==> src/rtl/sprite_blitter_if.sv <==
// Command, sprite-ROM and frame-buffer signals of the sprite blitter.
// A command transfers on a rising Clk edge where cmd_valid and cmd_ready are both 1;
// cmd_ready is high only while the blitter is idle, and cmd_valid while busy is dropped.
interface sprite_blitter_if #(
    parameter int SPR_ID_W = 4,
    parameter int PIX_W    = 10
);
    logic                        cmd_valid;
    logic                        cmd_ready;
    logic                        cmd_clear;
    logic [10:0]                 cmd_x;
    logic [10:0]                 cmd_y;
    logic [SPR_ID_W-1:0]         cmd_sprite_id;
    logic [7:0]                  cmd_color;
    logic                        busy;
    logic                        done;
    logic [SPR_ID_W+PIX_W-1:0]   spr_rom_addr;
    logic [7:0]                  spr_rom_data;
    logic [7:0]                  fb_data;
    logic [18:0]                 fb_wraddress;
    logic                        fb_we;

    modport master (
        output cmd_valid, cmd_clear, cmd_x, cmd_y, cmd_sprite_id, cmd_color, spr_rom_data,
        input  cmd_ready, busy, done, spr_rom_addr, fb_data, fb_wraddress, fb_we
    );

    modport slave (
        input  cmd_valid, cmd_clear, cmd_x, cmd_y, cmd_sprite_id, cmd_color, spr_rom_data,
        output cmd_ready, busy, done, spr_rom_addr, fb_data, fb_wraddress, fb_we
    );
endinterface

==> src/rtl/sprite_blitter.sv <==
// Frame-buffer writer: CLEAR fills the screen with one colour, BLIT copies a sprite
// from ROM with screen clipping and a transparent colour key.
module sprite_blitter #(
    parameter int         SCREEN_W    = 640,
    parameter int         SCREEN_H    = 480,
    parameter int         SPR_W       = 32,
    parameter int         SPR_H       = 32,
    parameter int         SPR_ID_W    = 4,
    parameter logic [7:0] TRANSPARENT = 8'hE3
) (
    input  logic             Clk,
    input  logic             Reset_n,
    sprite_blitter_if.slave  bus,
    output logic [1:0]       dbg_state
);
    localparam int PIX_W = $clog2(SPR_W * SPR_H);
    localparam int COL_W = $clog2(SPR_W);
    localparam int ROW_W = PIX_W - COL_W;

    localparam logic [18:0]        LAST_ADDR = 19'(SCREEN_W * SCREEN_H - 1);
    localparam logic [PIX_W-1:0]   LAST_PIX  = PIX_W'(SPR_W * SPR_H - 1);
    localparam logic [PIX_W-1:0]   ONE_PIX   = PIX_W'(1);
    localparam logic signed [11:0] X_MAX     = 12'(SCREEN_W - 1);
    localparam logic signed [11:0] Y_MAX     = 12'(SCREEN_H - 1);

    typedef enum logic [1:0] {
        S_IDLE  = 2'd0,
        S_CLEAR = 2'd1,
        S_BLIT  = 2'd2,
        S_DRAIN = 2'd3
    } state_t;

    state_t                state;
    logic [10:0]           x_q;
    logic [10:0]           y_q;
    logic [SPR_ID_W-1:0]   id_q;
    logic [PIX_W-1:0]      idx;
    logic [PIX_W-1:0]      p2;
    logic                  v2;
    logic                  tail;

    // p2 is the pixel whose ROM byte is on spr_rom_data this cycle.
    logic [COL_W-1:0]      c2;
    logic [ROW_W-1:0]      r2;
    logic signed [11:0]    sx;
    logic signed [11:0]    sy;
    logic                  on_screen;
    logic                  pix_write;
    logic [18:0]           pix_addr;

    assign c2 = p2[COL_W-1:0];
    assign r2 = p2[PIX_W-1:COL_W];
    assign sx = $signed({x_q[10], x_q}) + $signed({{(12-COL_W){1'b0}}, c2});
    assign sy = $signed({y_q[10], y_q}) + $signed({{(12-ROW_W){1'b0}}, r2});
    assign on_screen = (sx >= 12'sd0) && (sx <= X_MAX) && (sy >= 12'sd0) && (sy <= Y_MAX);
    assign pix_write = v2 && (bus.spr_rom_data != TRANSPARENT) && on_screen;
    // Constant multiply by 640 reduces to (sy<<9)+(sy<<7); only used when on_screen.
    assign pix_addr  = 19'(sy) * 19'(SCREEN_W) + 19'(sx);

    assign dbg_state = state;

    always_ff @(posedge Clk or negedge Reset_n) begin
        if (!Reset_n) begin
            state            <= S_IDLE;
            bus.cmd_ready    <= 1'b1;
            bus.busy         <= 1'b0;
            bus.done         <= 1'b0;
            bus.fb_we        <= 1'b0;
            bus.fb_data      <= 8'd0;
            bus.fb_wraddress <= 19'd0;
            bus.spr_rom_addr <= '0;
            x_q              <= 11'd0;
            y_q              <= 11'd0;
            id_q             <= '0;
            idx              <= '0;
            p2               <= '0;
            v2               <= 1'b0;
            tail             <= 1'b0;
        end else begin
            bus.done <= 1'b0;
            case (state)
                S_IDLE: begin
                    bus.fb_we <= 1'b0;
                    v2        <= 1'b0;
                    if (bus.cmd_valid) begin
                        bus.cmd_ready <= 1'b0;
                        bus.busy      <= 1'b1;
                        x_q           <= bus.cmd_x;
                        y_q           <= bus.cmd_y;
                        id_q          <= bus.cmd_sprite_id;
                        if (bus.cmd_clear) begin
                            state            <= S_CLEAR;
                            bus.fb_we        <= 1'b1;
                            bus.fb_wraddress <= 19'd0;
                            bus.fb_data      <= bus.cmd_color;
                        end else begin
                            state            <= S_BLIT;
                            idx              <= '0;
                            bus.spr_rom_addr <= {bus.cmd_sprite_id, {PIX_W{1'b0}}};
                        end
                    end
                end
                S_CLEAR: begin
                    if (bus.fb_wraddress == LAST_ADDR) begin
                        state         <= S_IDLE;
                        bus.fb_we     <= 1'b0;
                        bus.done      <= 1'b1;
                        bus.cmd_ready <= 1'b1;
                        bus.busy      <= 1'b0;
                    end else begin
                        bus.fb_wraddress <= bus.fb_wraddress + 19'd1;
                    end
                end
                S_BLIT: begin
                    v2        <= 1'b1;
                    p2        <= idx;
                    bus.fb_we <= pix_write;
                    if (pix_write) begin
                        bus.fb_wraddress <= pix_addr;
                        bus.fb_data      <= bus.spr_rom_data;
                    end
                    if (idx == LAST_PIX) begin
                        state <= S_DRAIN;
                        tail  <= 1'b0;
                    end else begin
                        idx              <= idx + ONE_PIX;
                        bus.spr_rom_addr <= {id_q, idx + ONE_PIX};
                    end
                end
                S_DRAIN: begin
                    // Two cycles: last ROM byte arrives, then its write is presented.
                    v2        <= 1'b0;
                    tail      <= 1'b1;
                    bus.fb_we <= pix_write;
                    if (pix_write) begin
                        bus.fb_wraddress <= pix_addr;
                        bus.fb_data      <= bus.spr_rom_data;
                    end
                    if (tail) begin
                        state         <= S_IDLE;
                        bus.done      <= 1'b1;
                        bus.cmd_ready <= 1'b1;
                        bus.busy      <= 1'b0;
                    end
                end
                default: state <= S_IDLE;
            endcase
        end
    end
endmodule

==> src/flat_wrapper.sv <==
// flat-port wrapper written by rule: the top's interface ports become plain ports
module sprite_blitter_flat 
#(
    parameter int         SCREEN_W    = 640,
    parameter int         SCREEN_H    = 480,
    parameter int         SPR_W       = 32,
    parameter int         SPR_H       = 32,
    parameter int         SPR_ID_W    = 4,
    parameter logic [7:0] TRANSPARENT = 8'hE3
)
  (Clk, Reset_n, dbg_state, bus_cmd_valid, bus_cmd_clear, bus_cmd_x, bus_cmd_y, bus_cmd_sprite_id, bus_cmd_color, bus_spr_rom_data, bus_cmd_ready, bus_busy, bus_done, bus_spr_rom_addr, bus_fb_data, bus_fb_wraddress, bus_fb_we);
  sprite_blitter_if #(.SPR_ID_W(SPR_ID_W)) bus_i ();
  input  logic Clk;
  input  logic Reset_n;
  output logic [1:0] dbg_state;
  input wire logic [$bits(bus_i.cmd_valid)-1:0] bus_cmd_valid;
  input wire logic [$bits(bus_i.cmd_clear)-1:0] bus_cmd_clear;
  input wire logic [$bits(bus_i.cmd_x)-1:0] bus_cmd_x;
  input wire logic [$bits(bus_i.cmd_y)-1:0] bus_cmd_y;
  input wire logic [$bits(bus_i.cmd_sprite_id)-1:0] bus_cmd_sprite_id;
  input wire logic [$bits(bus_i.cmd_color)-1:0] bus_cmd_color;
  input wire logic [$bits(bus_i.spr_rom_data)-1:0] bus_spr_rom_data;
  output wire logic [$bits(bus_i.cmd_ready)-1:0] bus_cmd_ready;
  output wire logic [$bits(bus_i.busy)-1:0] bus_busy;
  output wire logic [$bits(bus_i.done)-1:0] bus_done;
  output wire logic [$bits(bus_i.spr_rom_addr)-1:0] bus_spr_rom_addr;
  output wire logic [$bits(bus_i.fb_data)-1:0] bus_fb_data;
  output wire logic [$bits(bus_i.fb_wraddress)-1:0] bus_fb_wraddress;
  output wire logic [$bits(bus_i.fb_we)-1:0] bus_fb_we;
  assign bus_i.cmd_valid = bus_cmd_valid;
  assign bus_i.cmd_clear = bus_cmd_clear;
  assign bus_i.cmd_x = bus_cmd_x;
  assign bus_i.cmd_y = bus_cmd_y;
  assign bus_i.cmd_sprite_id = bus_cmd_sprite_id;
  assign bus_i.cmd_color = bus_cmd_color;
  assign bus_i.spr_rom_data = bus_spr_rom_data;
  assign bus_cmd_ready = bus_i.cmd_ready;
  assign bus_busy = bus_i.busy;
  assign bus_done = bus_i.done;
  assign bus_spr_rom_addr = bus_i.spr_rom_addr;
  assign bus_fb_data = bus_i.fb_data;
  assign bus_fb_wraddress = bus_i.fb_wraddress;
  assign bus_fb_we = bus_i.fb_we;
  sprite_blitter #(.SCREEN_W(SCREEN_W), .SCREEN_H(SCREEN_H), .SPR_W(SPR_W), .SPR_H(SPR_H), .SPR_ID_W(SPR_ID_W), .TRANSPARENT(TRANSPARENT)) u_core (.Clk(Clk), .Reset_n(Reset_n), .bus(bus_i), .dbg_state(dbg_state));
endmodule
==> config.mk <==
export PLATFORM = sky130hd
export DESIGN_NAME = sprite_blitter_flat
export DESIGN_NICKNAME = d
export VERILOG_FILES = /design/src/rtl/sprite_blitter_if.sv /design/src/rtl/sprite_blitter.sv /design/src/flat_wrapper.sv
export SDC_FILE = /design/constraint.sdc
export NUM_CORES = 1
export LEC_CHECK = 0
export CAP_MARGIN = 10
export CORE_MARGIN = 5
export CORE_UTILIZATION = 55
export CTS_CLUSTER_DIAMETER = 30
export DETAILED_ROUTE_END_ITERATION = 16
export HOLD_SLACK_MARGIN = 0.15
export PLACE_DENSITY_LB_ADDON = 0.3
export SLEW_MARGIN = 5
export SYNTH_ARGS = -nofsm -noshare
export SYNTH_HDL_FRONTEND = slang
export SYNTH_SLANG_ARGS = --single-unit
==> constraint.sdc <==
create_clock -name Clk -period 5.2 [get_ports Clk]
set_clock_uncertainty 0.2 [all_clocks]
set_input_delay 1.3 -clock Clk [delete_from_list [all_inputs] [get_ports Clk]]
set_output_delay 1.3 -clock Clk [all_outputs]
set_load 0.01 [all_outputs]
==> results.md <==
- Run status: finished clean
- Starting Density: 56.2%
- Register bit count reported by yosys: 85
- Initial antenna violation count: 0
- Die outline area: 0.0133 mm²
- Number of instances on the worst hold path: 2
- Remaining Overflow, GRT: 0
- Drt drc: 0
- Worst setup slack for register-to-register paths: 0.35 ns
- Vias post-DR: 5298
- Maximum VDD drop: 429 µV
- R2r worst-path depth: 22
- Netlist Area Pre-Place: 0.00609 mm²
- Wirelength per Cell: 16.7 µm
- Multi-input combinational cell area: 0.00374 mm²
- Number of hold violations in the final report: 0
- Data required time at the worst endpoint: 5.25 ns
- Worst-case hold path end point: u_core.bus.spr_rom_addr[13]$_DFFE_PN0P_
- Number of nets produced by synthesis: 760
- Power consumption: 5600 µW
- Hold WC Path Type: reg2reg
- Cells traversed along the worst timing path: ha_1, inv_1, fa_1, nor2b_1, o21ai_0, a21oi_2, xnor2_1, inv_1, ha_1, a21o_1, a21oi_1, o21bai_1, a21oi_1, xnor2_1, ha_1, and3_1, nand3_1, nand4b_1, a21o_1, a21oi_1, xnor2_1, a221o_1
- Max Slew Vio Count: 0
- Crit-path slowest cell: sky130_fd_sc_hd__fa_1
- Standard cell core area: 0.0108 mm²
- Bufs on Longest Clock Path: 2
- Compound-Gate Fraction of Synth Area: 17.0%
- Number of rows created at floorplan: 38
- Number of global-route vias before repair: 5242
- Terminus of the critical flop-to-flop path: u_core.bus.fb_wraddress[18]$_DFFE_PN0P_
- Max capacitance violation total: 0
- Relative slew slack: 20.0%
- Setup Fix Bufs, Post-CTS: 0
- Post-Synth Adder-Cell Area: 9.74%
- Register area share after synthesis: 34.9%
- TritonRoute pass-1 iters: 6
- Async set-reset flop share out of synthesis: 100%
- Xor and xnor fraction of the mapped netlist area: 5.61%
- Worst Path Class, Setup: reg2reg
- Gate Count Post-Synth: 669
- Beginning of the worst hold path: u_core.bus.spr_rom_addr[13]$_DFFE_PN0P_
- Routed wire length: 14900 µm
- Achievable clock frequency: 206 MHz
- Combined buffer and inverter count along the critical path: 2
- Clock tree from TritonCTS: built
- Layout-stage area growth over the synthesis result: 19.8%
- Warnings from Yosys: 0
- Shortest clock period the worst path allows after layout: 4.85 ns
- Via density: 5.93
- Main combinational cell family by area after synthesis: simple AND/OR/NAND/NOR gates
- Detailed placement HPWL: 11100 µm
- Die outline width: 115 µm
- DRC violation total after the first TritonRoute iteration: 384
- Number of levels in the clock H-tree: 3
- Antenna-violating nets left: 0
- Unrepaired setup endpoints after global routing: false
- Count of cell types in the netlist: 61
- Simple-Gate Fraction of Synth Area: 18.4%
- Family with the most delay on the worst path: compound AO/OA/AOI/OAI gates
- Startpoint of the most critical register-to-register path: u_core.y_q[0]$_DFFE_PN0P_
- Kind of end point of the critical path: flop
- Clock transition time at the flip-flop clock pins of the worst setup and hold paths: 0.10 ns
- Number of flops mapped to enable cells by yosys: 0
- Number of CTS-inserted buffers: 9
- Slew @ Worst Pin: 1.20 ns
- Total power divided by cell area: 768 mW/mm²
- Worst-path fanout max: 4
- # setup viols final: 0
- Fill count: 864
- GRT Util Overall: 22.9%
- Mux contribution to synthesized area: 10.5%
- Kind of start point of the critical path: flop
- Average instance area after synthesis: 9.11 µm²
- Root Driver: sky130_fd_sc_hd__clkbuf_8
- Share of layout cells above drive strength 1: 10.5%
- Top-level I/O count: 93
- Number of inserted diodes: 0
- Arrival time of the worst setup path: 4.90 ns
- Port Buffer Count: 92
- Standby leakage power: 0.00318 µW
- Clock network latency to the later pin of the worst-skew pair: 0.37 ns
- Most common library cell in the layout ignoring fill and taps: sky130_fd_sc_hd__clkdlybuf4s50_1
- Die Ht: 115 µm
- Top library cells by usage in the layout, fill and taps aside: sky130_fd_sc_hd__clkdlybuf4s50_1, sky130_fd_sc_hd__dfrtp_1, sky130_fd_sc_hd__nand2_1
- Largest net degree at the start of global routing: 86
- Placer's final routability congestion estimate: 0.888
- Wire length of the first global-routing pass: 24700 µm
- Layout net count: 839
- Setup total negative slack: 0 ns
- Clock sink total: 85
- Delay of the slowest cell on the worst path: 0.41 ns
- Part of the cycle the worst path needs: 93.2%
- Sequential cell area in the final layout: 0.00213 mm²
- Most used flip-flop cell after synthesis: sky130_fd_sc_hd__dfrtp_1
==> Yosys cell counts (16+ instances only) <==
library cell | n | area, µm²
sky130_fd_sc_hd__nand3_1 | 16 | 80.1
sky130_fd_sc_hd__mux2_2 | 38 | 428
sky130_fd_sc_hd__ha_1 | 41 | 513
sky130_fd_sc_hd__o21ai_0 | 56 | 280
sky130_fd_sc_hd__dfrtp_1 | 84 | 2100
sky130_fd_sc_hd__clkbuf_1 | 22 | 82.6
sky130_fd_sc_hd__nor3_1 | 20 | 100
sky130_fd_sc_hd__inv_1 | 31 | 116
sky130_fd_sc_hd__nand2_1 | 69 | 259
sky130_fd_sc_hd__nor2_1 | 52 | 195
sky130_fd_sc_hd__xnor2_1 | 31 | 272
sky130_fd_sc_hd__a21oi_1 | 29 | 145
==> power breakdown <==
| group | total [µW] | internal, µW | switching (µW) |
|---|---|---|---|
| Clock | 488 | 229 | 259 |
| Combinational | 3950 | 1840 | 2100 |
| Sequential | 1170 | 907 | 262 |
| Total | 5600 | 2980 | 2620 |
==> how the worst max path moves through the flow <==
stage                                              endpoint                       from  cells after the start  slack [ns]
floorplan           u_core.bus.fb_wraddress[18]$_DFFE_PN0P_   u_core.p2[5]$_DFFE_PN0P_                     22        0.79
global placement    u_core.bus.fb_wraddress[18]$_DFFE_PN0P_   u_core.p2[5]$_DFFE_PN0P_                     22        0.55
detailed placement  u_core.bus.fb_wraddress[18]$_DFFE_PN0P_  u_core.y_q[0]$_DFFE_PN0P_                     22        0.32
CTS                 u_core.bus.fb_wraddress[18]$_DFFE_PN0P_  u_core.y_q[0]$_DFFE_PN0P_                     22        0.30
global route        u_core.bus.fb_wraddress[18]$_DFFE_PN0P_  u_core.y_q[0]$_DFFE_PN0P_                     22        0.03
finish              u_core.bus.fb_wraddress[18]$_DFFE_PN0P_  u_core.y_q[0]$_DFFE_PN0P_                     22        0.35
==> cells by family (layout without fill, tap and decap cells) <==
family          after synthesis  after routing
compound gates              159            159
xor+xnor                     39             39
fa+ha+maj                    45             45
buf+inv                      58            142
flops                        85             85
mux                          55             55
simple gates                228            228
==> sequential cells by signal, summed over array words and instances (netlist names) <==
signal                   flops
u_core.bus.fb_we             1
u_core.x_q                  11
u_core.tail                  1
u_core.v2                    1
u_core.bus.busy              1
u_core.bus.spr_rom_addr     14
u_core.bus.fb_data           8
u_core.dbg_state             2
u_core.bus.done              1
u_core.bus.cmd_ready         1
u_core.bus.fb_wraddress     19
u_core.y_q                  11
u_core.p2                   10
u_core.id_q                  4
==> worst register-to-register path: stages (launching register included) <==
cell and delay, ns:
sky130_fd_sc_hd__dfrtp_1 0.36, sky130_fd_sc_hd__ha_1 0.20, sky130_fd_sc_hd__inv_1 0.06, sky130_fd_sc_hd__fa_1 0.41
sky130_fd_sc_hd__nor2b_1 0.21, sky130_fd_sc_hd__o21ai_0 0.13, sky130_fd_sc_hd__a21oi_2 0.23, sky130_fd_sc_hd__xnor2_1 0.20
sky130_fd_sc_hd__inv_1 0.08, sky130_fd_sc_hd__ha_1 0.30, sky130_fd_sc_hd__a21o_1 0.19, sky130_fd_sc_hd__a21oi_1 0.21
sky130_fd_sc_hd__o21bai_1 0.09, sky130_fd_sc_hd__a21oi_1 0.21, sky130_fd_sc_hd__xnor2_1 0.14, sky130_fd_sc_hd__ha_1 0.28
sky130_fd_sc_hd__and3_1 0.16, sky130_fd_sc_hd__nand3_1 0.08, sky130_fd_sc_hd__nand4b_1 0.14, sky130_fd_sc_hd__a21o_1 0.23
sky130_fd_sc_hd__a21oi_1 0.22, sky130_fd_sc_hd__xnor2_1 0.09, sky130_fd_sc_hd__a221o_1 0.30
==> through the flow <==
step / std cells / instance area (µm²) / worst slack [ns] / utilization (%) / hold slack [ns]
after floorplan: 669 / 6090 / 0.789 / - / 0.278
after global placement: 877 / 7100 / 0.546 / 65.5 / 0.263
after detailed placement: 877 / 7100 / 0.321 / 65.5 / 0.294
after CTS: 893 / 7290 / 0.301 / 67.3 / 0.316
after global routing: 893 / 7300 / 0.0319 / 67.3 / 0.328
final: 893 / 7300 / 0.355 / 67.3 / 0.312
==> final cells by class <==
cell class / instances / share of cell area (%)
Multi-Input combinational cell: 526 / 51.2
Timing Repair Buffer: 95 / 12.9
Inverter: 31 / 1.59
Sequential cell: 85 / 29.2
Tap cell: 140 / 2.40
Clock buffer: 11 / 1.80
Clock inverter: 5 / 0.892
==> per-layer routing <==
layer | track usage, % | up-vias | wire length [µm]
met5 | 0 | - | 0
met4 | 6.34 | 0 | 208
met3 | 4.58 | 23 | 961
met2 | 38.7 | 171 | 7090
met1 | 30.1 | 2562 | 6670
li1 | - | 2542 | -
==> what timing repair did <==
| action | CTS | global route |
|---|---|---|
| gates resized for setup | 0 | 1 |
| hold buffers | 0 | 0 |
| setup endpoints to repair | 0 | 1 |
Power figures use the tool's default switching activity.
